File: src/rtl/dcache_pkg.sv
// Shared types and address-field helpers for the direct-mapped data cache.
package dcache_pkg;
  localparam int ADDR_W      = 8;
  localparam int NUM_BLOCKS  = 8;
  localparam int BLOCK_BYTES = 4;
  localparam int TAG_W       = 3;
  localparam int INDEX_W     = 3;
  localparam int OFFSET_W    = 2;
  localparam int LINE_W      = 32;
  localparam int MEM_ADDR_W  = TAG_W + INDEX_W;

  localparam int OFFSET_LSB  = 0;
  localparam int INDEX_LSB   = OFFSET_W;
  localparam int TAG_LSB     = OFFSET_W + INDEX_W;

  typedef enum logic [1:0] {IDLE, WRITEBACK, FETCH, UPDATE} state_t;

  typedef logic [TAG_W-1:0]    tag_t;
  typedef logic [INDEX_W-1:0]  index_t;
  typedef logic [OFFSET_W-1:0] offset_t;
  typedef logic [LINE_W-1:0]   line_t;

  function automatic tag_t addr_tag(input logic [ADDR_W-1:0] a);
    return a[TAG_LSB +: TAG_W];
  endfunction

  function automatic index_t addr_index(input logic [ADDR_W-1:0] a);
    return a[INDEX_LSB +: INDEX_W];
  endfunction

  function automatic offset_t addr_offset(input logic [ADDR_W-1:0] a);
    return a[OFFSET_LSB +: OFFSET_W];
  endfunction

  function automatic logic [7:0] line_byte(input line_t l, input offset_t o);
    return l[{o, 3'b000} +: 8];
  endfunction
endpackage

File: src/rtl/dcache_if.sv
// CPU-side and memory-side signals of the data cache, grouped as one bus.
interface dcache_if;
  import dcache_pkg::*;

  logic                  read;
  logic                  write;
  logic [ADDR_W-1:0]     address;
  logic [7:0]            writedata;
  logic [7:0]            readdata;
  logic                  busywait;
  logic                  mem_read;
  logic                  mem_write;
  logic [MEM_ADDR_W-1:0] mem_address;
  line_t                 mem_writedata;
  line_t                 mem_readdata;
  logic                  mem_busywait;

  modport slave (
    input  read, write, address, writedata, mem_readdata, mem_busywait,
    output readdata, busywait, mem_read, mem_write, mem_address, mem_writedata
  );

  modport master (
    output read, write, address, writedata, mem_readdata, mem_busywait,
    input  readdata, busywait, mem_read, mem_write, mem_address, mem_writedata
  );
endinterface

File: src/rtl/dcache_array.sv
// Tag/valid/dirty/data storage; valid and dirty clear asynchronously on reset.
module dcache_array
  import dcache_pkg::*;
(
  input  logic       clk,
  input  logic       rst,
  input  index_t     index,
  input  logic       byte_we,
  input  offset_t    byte_offset,
  input  logic [7:0] byte_data,
  input  logic       fill_we,
  input  tag_t       fill_tag,
  input  line_t      fill_line,
  output logic       valid,
  output logic       dirty,
  output tag_t       tag,
  output line_t      line
);
  logic [NUM_BLOCKS-1:0] valid_q;
  logic [NUM_BLOCKS-1:0] dirty_q;
  tag_t                  tag_q  [NUM_BLOCKS];
  line_t                 data_q [NUM_BLOCKS];

  always_ff @(posedge clk or posedge rst) begin
    if (rst) begin
      valid_q <= '0;
      dirty_q <= '0;
    end else if (fill_we) begin
      valid_q[index] <= 1'b1;
      dirty_q[index] <= 1'b0;
    end else if (byte_we) begin
      dirty_q[index] <= 1'b1;
    end
  end

  // Tag and data contents are meaningless while the valid bit is clear.
  always_ff @(posedge clk) begin
    if (fill_we) begin
      tag_q[index]  <= fill_tag;
      data_q[index] <= fill_line;
    end else if (byte_we) begin
      data_q[index][{byte_offset, 3'b000} +: 8] <= byte_data;
    end
  end

  assign valid = valid_q[index];
  assign dirty = dirty_q[index];
  assign tag   = tag_q[index];
  assign line  = data_q[index];
endmodule

File: src/rtl/dcache_controller.sv
// Direct-mapped write-back/write-allocate data cache: hit logic and miss FSM.
module dcache_controller
  import dcache_pkg::*;
(
  input  logic     clk,
  input  logic     rst,
  dcache_if.slave  bus
);
  state_t                state;
  logic                  mem_read_q;
  logic                  mem_write_q;
  logic [MEM_ADDR_W-1:0] mem_address_q;
  line_t                 mem_writedata_q;

  logic    read_req;
  logic    write_req;
  logic    req;
  tag_t    tag;
  index_t  index;
  offset_t offset;
  logic    valid;
  logic    dirty;
  tag_t    stored_tag;
  line_t   line;
  logic    hit;
  logic    byte_we;
  logic    fill_we;

  // Only a clean 1 counts as a request; a simultaneous read wins over write.
  assign read_req  = (bus.read === 1'b1);
  assign write_req = (bus.write === 1'b1) && !read_req;
  assign req       = read_req || write_req;

  assign tag    = addr_tag(bus.address);
  assign index  = addr_index(bus.address);
  assign offset = addr_offset(bus.address);

  assign hit     = valid && (stored_tag == tag);
  assign byte_we = (state == IDLE) && write_req && hit;
  assign fill_we = (state == UPDATE);

  dcache_array u_array (
    .clk         (clk),
    .rst         (rst),
    .index       (index),
    .byte_we     (byte_we),
    .byte_offset (offset),
    .byte_data   (bus.writedata),
    .fill_we     (fill_we),
    .fill_tag    (tag),
    .fill_line   (bus.mem_readdata),
    .valid       (valid),
    .dirty       (dirty),
    .tag         (stored_tag),
    .line        (line)
  );

  assign bus.busywait      = (state != IDLE) || (req && !hit);
  assign bus.readdata      = ((state == IDLE) && read_req && hit) ? line_byte(line, offset) : 8'h00;
  assign bus.mem_read      = mem_read_q;
  assign bus.mem_write     = mem_write_q;
  assign bus.mem_address   = mem_address_q;
  assign bus.mem_writedata = mem_writedata_q;

  // Strobes are registered so an async reset drops them at once.
  always_ff @(posedge clk or posedge rst) begin
    if (rst) begin
      state           <= IDLE;
      mem_read_q      <= 1'b0;
      mem_write_q     <= 1'b0;
      mem_address_q   <= '0;
      mem_writedata_q <= '0;
    end else begin
      case (state)
        IDLE: begin
          if (req && !hit) begin
            if (valid && dirty) begin
              state           <= WRITEBACK;
              mem_write_q     <= 1'b1;
              mem_address_q   <= {stored_tag, index};
              mem_writedata_q <= line;
            end else begin
              state         <= FETCH;
              mem_read_q    <= 1'b1;
              mem_address_q <= {tag, index};
            end
          end
        end
        WRITEBACK: begin
          if (!bus.mem_busywait) begin
            state         <= FETCH;
            mem_write_q   <= 1'b0;
            mem_read_q    <= 1'b1;
            mem_address_q <= {tag, index};
          end
        end
        FETCH: begin
          if (!bus.mem_busywait) begin
            state      <= UPDATE;
            mem_read_q <= 1'b0;
          end
        end
        UPDATE:  state <= IDLE;
        default: state <= IDLE;
      endcase
    end
  end
endmodule

File: src/flat_wrapper.sv
// flat-port wrapper written by rule: the top's interface ports become plain ports
module dcache_controller_flat import dcache_pkg::*;
  (clk, rst, bus_read, bus_write, bus_address, bus_writedata, bus_mem_readdata, bus_mem_busywait, bus_readdata, bus_busywait, bus_mem_read, bus_mem_write, bus_mem_address, bus_mem_writedata);
  dcache_if bus_i ();
  input  logic clk;
  input  logic rst;
  input wire logic [$bits(bus_i.read)-1:0] bus_read;
  input wire logic [$bits(bus_i.write)-1:0] bus_write;
  input wire logic [$bits(bus_i.address)-1:0] bus_address;
  input wire logic [$bits(bus_i.writedata)-1:0] bus_writedata;
  input wire logic [$bits(bus_i.mem_readdata)-1:0] bus_mem_readdata;
  input wire logic [$bits(bus_i.mem_busywait)-1:0] bus_mem_busywait;
  output wire logic [$bits(bus_i.readdata)-1:0] bus_readdata;
  output wire logic [$bits(bus_i.busywait)-1:0] bus_busywait;
  output wire logic [$bits(bus_i.mem_read)-1:0] bus_mem_read;
  output wire logic [$bits(bus_i.mem_write)-1:0] bus_mem_write;
  output wire logic [$bits(bus_i.mem_address)-1:0] bus_mem_address;
  output wire logic [$bits(bus_i.mem_writedata)-1:0] bus_mem_writedata;
  assign bus_i.read = bus_read;
  assign bus_i.write = bus_write;
  assign bus_i.address = bus_address;
  assign bus_i.writedata = bus_writedata;
  assign bus_i.mem_readdata = bus_mem_readdata;
  assign bus_i.mem_busywait = bus_mem_busywait;
  assign bus_readdata = bus_i.readdata;
  assign bus_busywait = bus_i.busywait;
  assign bus_mem_read = bus_i.mem_read;
  assign bus_mem_write = bus_i.mem_write;
  assign bus_mem_address = bus_i.mem_address;
  assign bus_mem_writedata = bus_i.mem_writedata;
  dcache_controller u_core (.clk(clk), .rst(rst), .bus(bus_i));
endmodule
File: config.mk
export PLATFORM = sky130hd
export DESIGN_NAME = dcache_controller_flat
export DESIGN_NICKNAME = d
export VERILOG_FILES = /design/src/rtl/dcache_pkg.sv /design/src/rtl/dcache_if.sv /design/src/rtl/dcache_array.sv /design/src/rtl/dcache_controller.sv /design/src/flat_wrapper.sv
export SDC_FILE = /design/constraint.sdc
export NUM_CORES = 1
export LEC_CHECK = 0
export CAP_MARGIN = 20
export CORE_MARGIN = 10
export CORE_UTILIZATION = 41
export DETAILED_ROUTE_END_ITERATION = 8
export GPL_TIMING_DRIVEN = 0
export SETUP_SLACK_MARGIN = 0.3
export SLEW_MARGIN = 30
export SYNTH_ARGS = -nofsm -noshare
export SYNTH_HDL_FRONTEND = slang
export SYNTH_HIERARCHICAL = 1
export SYNTH_SLANG_ARGS = --single-unit
File: constraint.sdc
create_clock -name clk -period 4.8 [get_ports clk]
set_input_delay 0.48 -clock clk [delete_from_list [all_inputs] [get_ports clk]]
set_output_delay 0.48 -clock clk [all_outputs]
set_load 0.03 [all_outputs]
======== Word-level counts from Yosys, hierarchy flattened ========
Memory sizes are Yosys's and may differ from the RTL's.
Cells that the tools add are included.
word-level totals
  input bits .............................. 53
  output and inout bits ................... 49
  memories ................................ 2
  bits in writable memories ............... 280
  register bits after elaboration ......... 58
  logic and storage cells ................. 148
cells by class
  $add $sub $neg .......................... 1
  shift operators ......................... 3
  bitwise logic cells ..................... 36
  equality and inequality tests ........... 11
  order comparisons ....................... 2
  muxes and demuxes ....................... 63
  reductions and logical operators ........ 23
memories
  memory                 words  bits a word  rd ports  clocked after Yosys merged registers in  wr ports  RTL line            RTL
  u_core.u_array.data_q  8      32           1         0                                        1         dcache_array.sv:22  line_t data_q [NUM_BLOCKS];
  u_core.u_array.tag_q   8      3            1         0                                        1         dcache_array.sv:21  tag_t tag_q [NUM_BLOCKS];
operators with widths
  operator                number
  $mux 1                  45
  $mux 32                 1
  $or 1x1->1              32
  $shift 8x7->32 const A  1
  $shiftx 32x6->8         1
  $shiftx 8x7->32         1
  $mux 8                  3
  $mux 6                  3
  $or 8x8->8              2
  $pmux 6 s2              1
  $ne 2x2->1 const B      5
  $logic_and 1x1->1       9
  $reduce_and 3->1        3
  $and 8x8->8             1
  $mux 2                  4
  $not 8->8               1
  $pmux 2 s4              1
  $neg 5->7               1
  $bmux 1 s3              2
  $reduce_bool 2->1       3
  $reduce_and 5->1        1
  $eq 2x2->1 const B      2
  $lt 3x4->1 const B      1
  $reduce_and 4->1        1
  other kinds (11)        14

======== Logic depth before layout (Yosys ltp) ========
  depth after elaboration ................. 9
  gate-level depth with buffers ........... 13
  gate-level depth less buffers ........... 9

======== Hierarchy ========
Netlist, hierarchy kept.
by module, submodules not included
  module             times used  seq. area each (µm²)  area each (µm²)  cells each
  dcache_array       1           8,808.4               12,026.5         682
  dcache_controller  1           1,051.0               2,258.4          147

======== Worst setup path before layout ========
No wires, ideal clock.
  path type ............................... input to register
  from .................................... input bus_address[2]
  to ...................................... memory u_core/u_array/data_q[2][16] in the netlist's numbering, enable pin
  setup time .............................. 370 ps
  data required time ...................... 4,430 ps
  stages .................................. 12
  slack ................................... 1,315 ps
  arrival ................................. 3,115 ps
  path buffers ............................ 4
  cells stage by stage .................... buf_6 > buf_4 > mux4_2 > nand2_1 > nand2_1 > xor2_1 > nor4_1 > and4b_1 > buf_2 > buf_2 > a21oi_1 > nor2_1
on the way
  cells in the longest elaborated chain, start to end .. 8
  elaborated cells between the ends (all ways) .. 10
  those cells by class .................... 1 x eq/ne; 5 x mux; 1 x bitwise; 2 x reduce/logical; 1 x memory
ends and longest elaborated chain
  what                           RTL line                 RTL
  start, declared                flat_wrapper.sv:9        input wire logic [$bits(bus_i.address)-1:0] bus_address;
  $mem_v2 8x3                    n/a
  net u_core.stored_tag[2]       dcache_controller.sv:23  tag_t stored_tag;
  $eq 3x3->1                     dcache_controller.sv:38  assign hit = valid && (stored_tag == tag);
  $logic_and 1x1->1              dcache_controller.sv:38
  $logic_and 1x1->1              dcache_controller.sv:39  assign byte_we = (state == IDLE) && write_req && hit;
  net u_core.byte_we             dcache_controller.sv:26  logic byte_we;
  $mux 1                         dcache_array.sv:41       end else if (byte_we) begin
  $mux 1                         dcache_array.sv:38       if (fill_we) begin
  $mux 32 (implied by the code)  dcache_array.sv:42       data_q[index][{byte_offset, 3'b000} +: 8] <= byte_data;
  $or 1x1->1 (no source line)    n/a
  end, declared                  dcache_array.sv:22
The timed path passes the listed nets, and every way through them passes these cells. The select of a mux whose other input is x is not followed.

======== Final worst setup path ========
  from .................................... input bus_address[2]
  to ...................................... output bus_readdata[7]
on the way
  cells in the longest elaborated chain, start to end .. 5
  elaborated cells between the ends (all ways) .. 9
  those cells by class .................... 1 x eq/ne; 1 x shift; 3 x mux; 2 x reduce/logical; 2 x memory
ends and longest elaborated chain
  what                      RTL line                 RTL
  $mem_v2 8x3               n/a
  net u_core.stored_tag[2]  dcache_controller.sv:23
  $eq 3x3->1                dcache_controller.sv:38
  $logic_and 1x1->1         dcache_controller.sv:38
  $logic_and 1x1->1         dcache_controller.sv:59  assign bus.readdata = ((state == IDLE) && read_req && hit) ? line_byte(line, offset) : 8'h00;
  $mux 8                    dcache_controller.sv:59
  end, declared             flat_wrapper.sv:13       output wire logic [$bits(bus_i.readdata)-1:0] bus_readdata;
The timed path passes the listed nets, and every way through them passes these cells. The select of a mux whose other input is x is not followed.

==> flow_metrics.tcl <==
set metrics [dict create \
    status "completed" \
    hold_viol 0 \
    postRouteAntennaNets 0 \
    p_sw_frac 0.2543 \
    synth_top_cells_by_count "edfxtp_1 (280), nand2_1 (153), mux4_2 (82)" \
    synth_area_leaders "edfxtp_1 (59%), mux4_2 (13%), dfrtp_1 (10%), nand2_1 (4.0%), mux2_4 (3.2%)" \
    ctsRootBufferMaster "clkbuf_16" \
    switchingPower_mw 1.840 \
    seqPwrFrac 0.480 \
    critPathArrivalTime_ns 3.86 \
    drc 0 \
    yosysMostFrequentCell "edfxtp_1" \
    io_buffers 101 \
    nets 1037 \
    reg2regPathDepth 9 \
    grt_max_degree 30 \
    die_w_um 206.7 \
    clk_pin_slew_ns 0.06 \
    post-route-util 0.4980 \
    fin_setup_tns_ns 0 \
    num-fill-cells 2894 \
    antenna_found_initial 1 \
    worstSetupPathType "primary input to output pin" \
    worst_path_max_delay_cell "clkdlybuf4s50_1" \
    setup_viol 0 \
    synth.cell_area_mm2 0.01428 \
    synth-main-ff-cell "edfxtp_1" \
    drt_iter0_drc 744 \
    grt_pass1_wl_mm 55.22 \
    cp-start-kind "primary input" \
    comb_power_share 0.152 \
    syn_inst 829 \
    required_ns 4.32 \
    min_period_over_period 0.9045 \
    clockPowerShare 0.368 \
    cp_max_fo 10 \
    drt-pass1-iter-count 5 \
    cts_sinks 338 \
    avgSynthCellArea_um2 17.23 \
    ys_seq_area_frac 0.6902 \
    grt.total_usage 0.1773 \
    fmax_mhz 230.3 \
    dpl_cell_area_mm2 0.01589 \
    vias 8089 \
    internal-power_mw 5.395 \
    avgViaCountPerCell 5.556 \
    slew_viol_final 0 \
    ios 102 \
    yosysTopAreaCell "edfxtp_1" \
    cts_tree "yes" \
    dp_hpwl_mm 25.75 \
    hp-class "primary input to async pin" \
    yosys_warnings 6 \
    rr_startpoint "u_core/u_array/tag_q[7][2]$_DFFE_PP_" \
    clk-insertion-delay-late_ns 0.52 \
    yosysUniqueCellTypes 46 \
    yosysTopAreaCellShare 0.5886 \
    fin_area_mm2 0.01716 \
    cts_buffers 37 \
    ir_worst_vdd_mv 0.2621 \
    place_congestion 0.8024 \
    grt.overflow.total 0 \
    cts-htree-levels 2 \
    drv_cap 0 \
    cts_buffer_depth 3 \
    ys_ff_latch 338 \
    initial_core_util 0.4146 \
    core_region_area_mm2 0.03446 \
    async_reset_ff_frac 0.1716 \
    power_density_mw_per_mm2 421.7 \
    rows 68 \
    drive_above_1_share 0.2380 \
    tightestPinTransition_ns 0.9935 \
    power.leakage_nw 6.151 \
    rsz0062_at_grt "false" \
    syn_to_final_growth_pct 20.12 \
    end_kind "output pin" \
    synth_edf_count 280 \
    fin_crit_ns 4.342 \
    wirelength_mm 37.27 \
    dieArea_mm2 0.04271 \
    r2r_setup_slack_ns 1.10 \
    path_cells "clkdlybuf4s50_1 > buf_6 > buf_4 > mux4_2 > nand2_1 > nand2_1 > xor2_1 > nor4_4 > nand3_2 > buf_12 > nor2b_1 > clkdlybuf4s50_1" \
    syn-num-nets 892 \
    r2r-end "u_core/u_array/data_q[5][23]$_DFFE_PP_" \
    finClkSkew_ns 0.01137 \
    die_h_um 206.7 \
    wl_per_cell_um 25.59 \
    critical_path.max_stage_delay_ns 0.70 \
    max_slew_margin 0.3352 \
    grt_pass1_vias 8417 \
]
==> cells by family after synthesis <==
group / Yosys count / share of synthesized area
buffers and inverters: 52 / 0.02523
flip-flops: 338 / 0.6902
AO/OA/AOI/OAI: 54 / 0.02645
AND/OR/NAND/NOR: 245 / 0.07506
adder cells (fa/ha/maj): 10 / 0.008759
XOR/XNOR: 3 / 0.001840
multiplexers: 127 / 0.1725
==> registers in the layout, summed over array words and instances, names as in the netlist, named ones only <==
register,flops
u_core/u_array/tag_q,24
u_core/bus.mem_writedata,32
u_core/bus.mem_read,1
u_core/u_array/valid_q,8
u_core/bus.mem_address,6
u_core/state,2
u_core/bus.mem_write,1
u_core/u_array/data_q,256
==> routing by layer <==
metal / GRT usage / wire length, um / up-vias
met1: 0.2441 / 15990 / 4190
li1: - / - / 3473
met5: 0 / 0 / -
met4: 0.06802 / 1265 / 0
met2: 0.2717 / 17080 / 351
met3: 0.03808 / 2929 / 75
==> area by class of cell <==
cell class / instances / area, um2 / share of cell area
antenna: 1 / 2.502 / 0.0001458
sequential: 338 / 9859 / 0.5746
multi-input combinational: 439 / 4154 / 0.2421
tap: 455 / 569.3 / 0.03318
timing repair buffer: 106 / 1067 / 0.06220
clock buffer: 52 / 1023 / 0.05965
buffer: 41 / 326.6 / 0.01903
inverter: 11 / 43.79 / 0.002552
clock inverter: 13 / 112.6 / 0.006563
==> critical path, delay by kind of cell <==
family                 cells  cell delay, ns
XOR/XNOR                   1            0.21
buffers and inverters      5            1.79
multiplexers               1            0.53
AND/OR/NAND/NOR            5            0.83
==> timing repair <==
item | in CTS | in global routing
resized for setup | 14 | 18
endpoints found under the setup margin | 320 | 404
hold buffers | 0 | 0
pin swaps | 0 | 2
setup buffers | 1 | 3
==> power by group through the flow <==
stage / clock (mW) / sequential (mW) / combinational [mW]
after detailed placement: 0 / 3.53 / 1.07
after CTS: 2.72 / 3.48 / 1.08
after floorplan: 0 / 3.61 / 0.571
final: 2.66 / 3.47 / 1.10
after global routing: 2.83 / 3.49 / 1.18
after global placement: 0 / 3.53 / 1.06
==> cell usage in the layout, fill, tap and decap left out, types with 3 or more instances in the layout <==
cell type / n
nor2_1: 38
or2_2: 7
mux4_2: 82
xor2_1: 3
buf_2: 14
clkbuf_16: 38
nor2_4: 8
buf_12: 8
nand3_1: 4
clkbuf_8: 3
nand2_1: 153
or2_1: 3
nand3b_1: 4
clkbuf_1: 18
nor2b_1: 9
o21ai_0: 13
edfxtp_1: 280
o21ai_1: 6
dlygate4sd2_1: 5
a21oi_1: 6
a31oi_1: 6
mux2_4: 30
nand2b_1: 4
a22o_1: 16
ha_1: 10
mux2_2: 13
dfrtp_1: 58
inv_1: 9
buf_4: 8
clkinv_2: 4
clkdlybuf4s50_1: 96
clkinvlp_4: 4
buf_1: 4
==> metrics by stage <==
stage          setup slack, ns  instances  power [mW]  hold WS (ns)
2_1_floorplan            1.315        829       4.183        0.3937
3_3_place_gp           -0.5846       1385       4.585        0.4435
3_5_place_dp           -0.6110       1386       4.603        0.4472
4_1_cts                 0.2405       1452       7.274        0.2921
5_1_grt                 0.3017       1455       7.503        0.3303
6_report                0.4582       1456       7.235        0.2955
==> how the worst max path moves through the flow <==
stage | start | end | slack, ns | cells past startpoint
floorplan | bus_address[2] | u_core/u_array/data_q[2][16]$_DFFE_PP_ | 1.32 | 12
global placement | bus_address[3] | u_core/u_array/data_q[4][20]$_DFFE_PP_ | -0.58 | 12
detailed placement | bus_address[4] | u_core/u_array/data_q[5][19]$_DFFE_PP_ | -0.61 | 13
CTS | bus_address[3] | u_core/u_array/data_q[0][17]$_DFFE_PP_ | 0.24 | 13
global route | bus_address[2] | bus_readdata[7] | 0.30 | 12
finish | bus_address[2] | bus_readdata[7] | 0.46 | 12
Power figures use the tool's default switching activity.
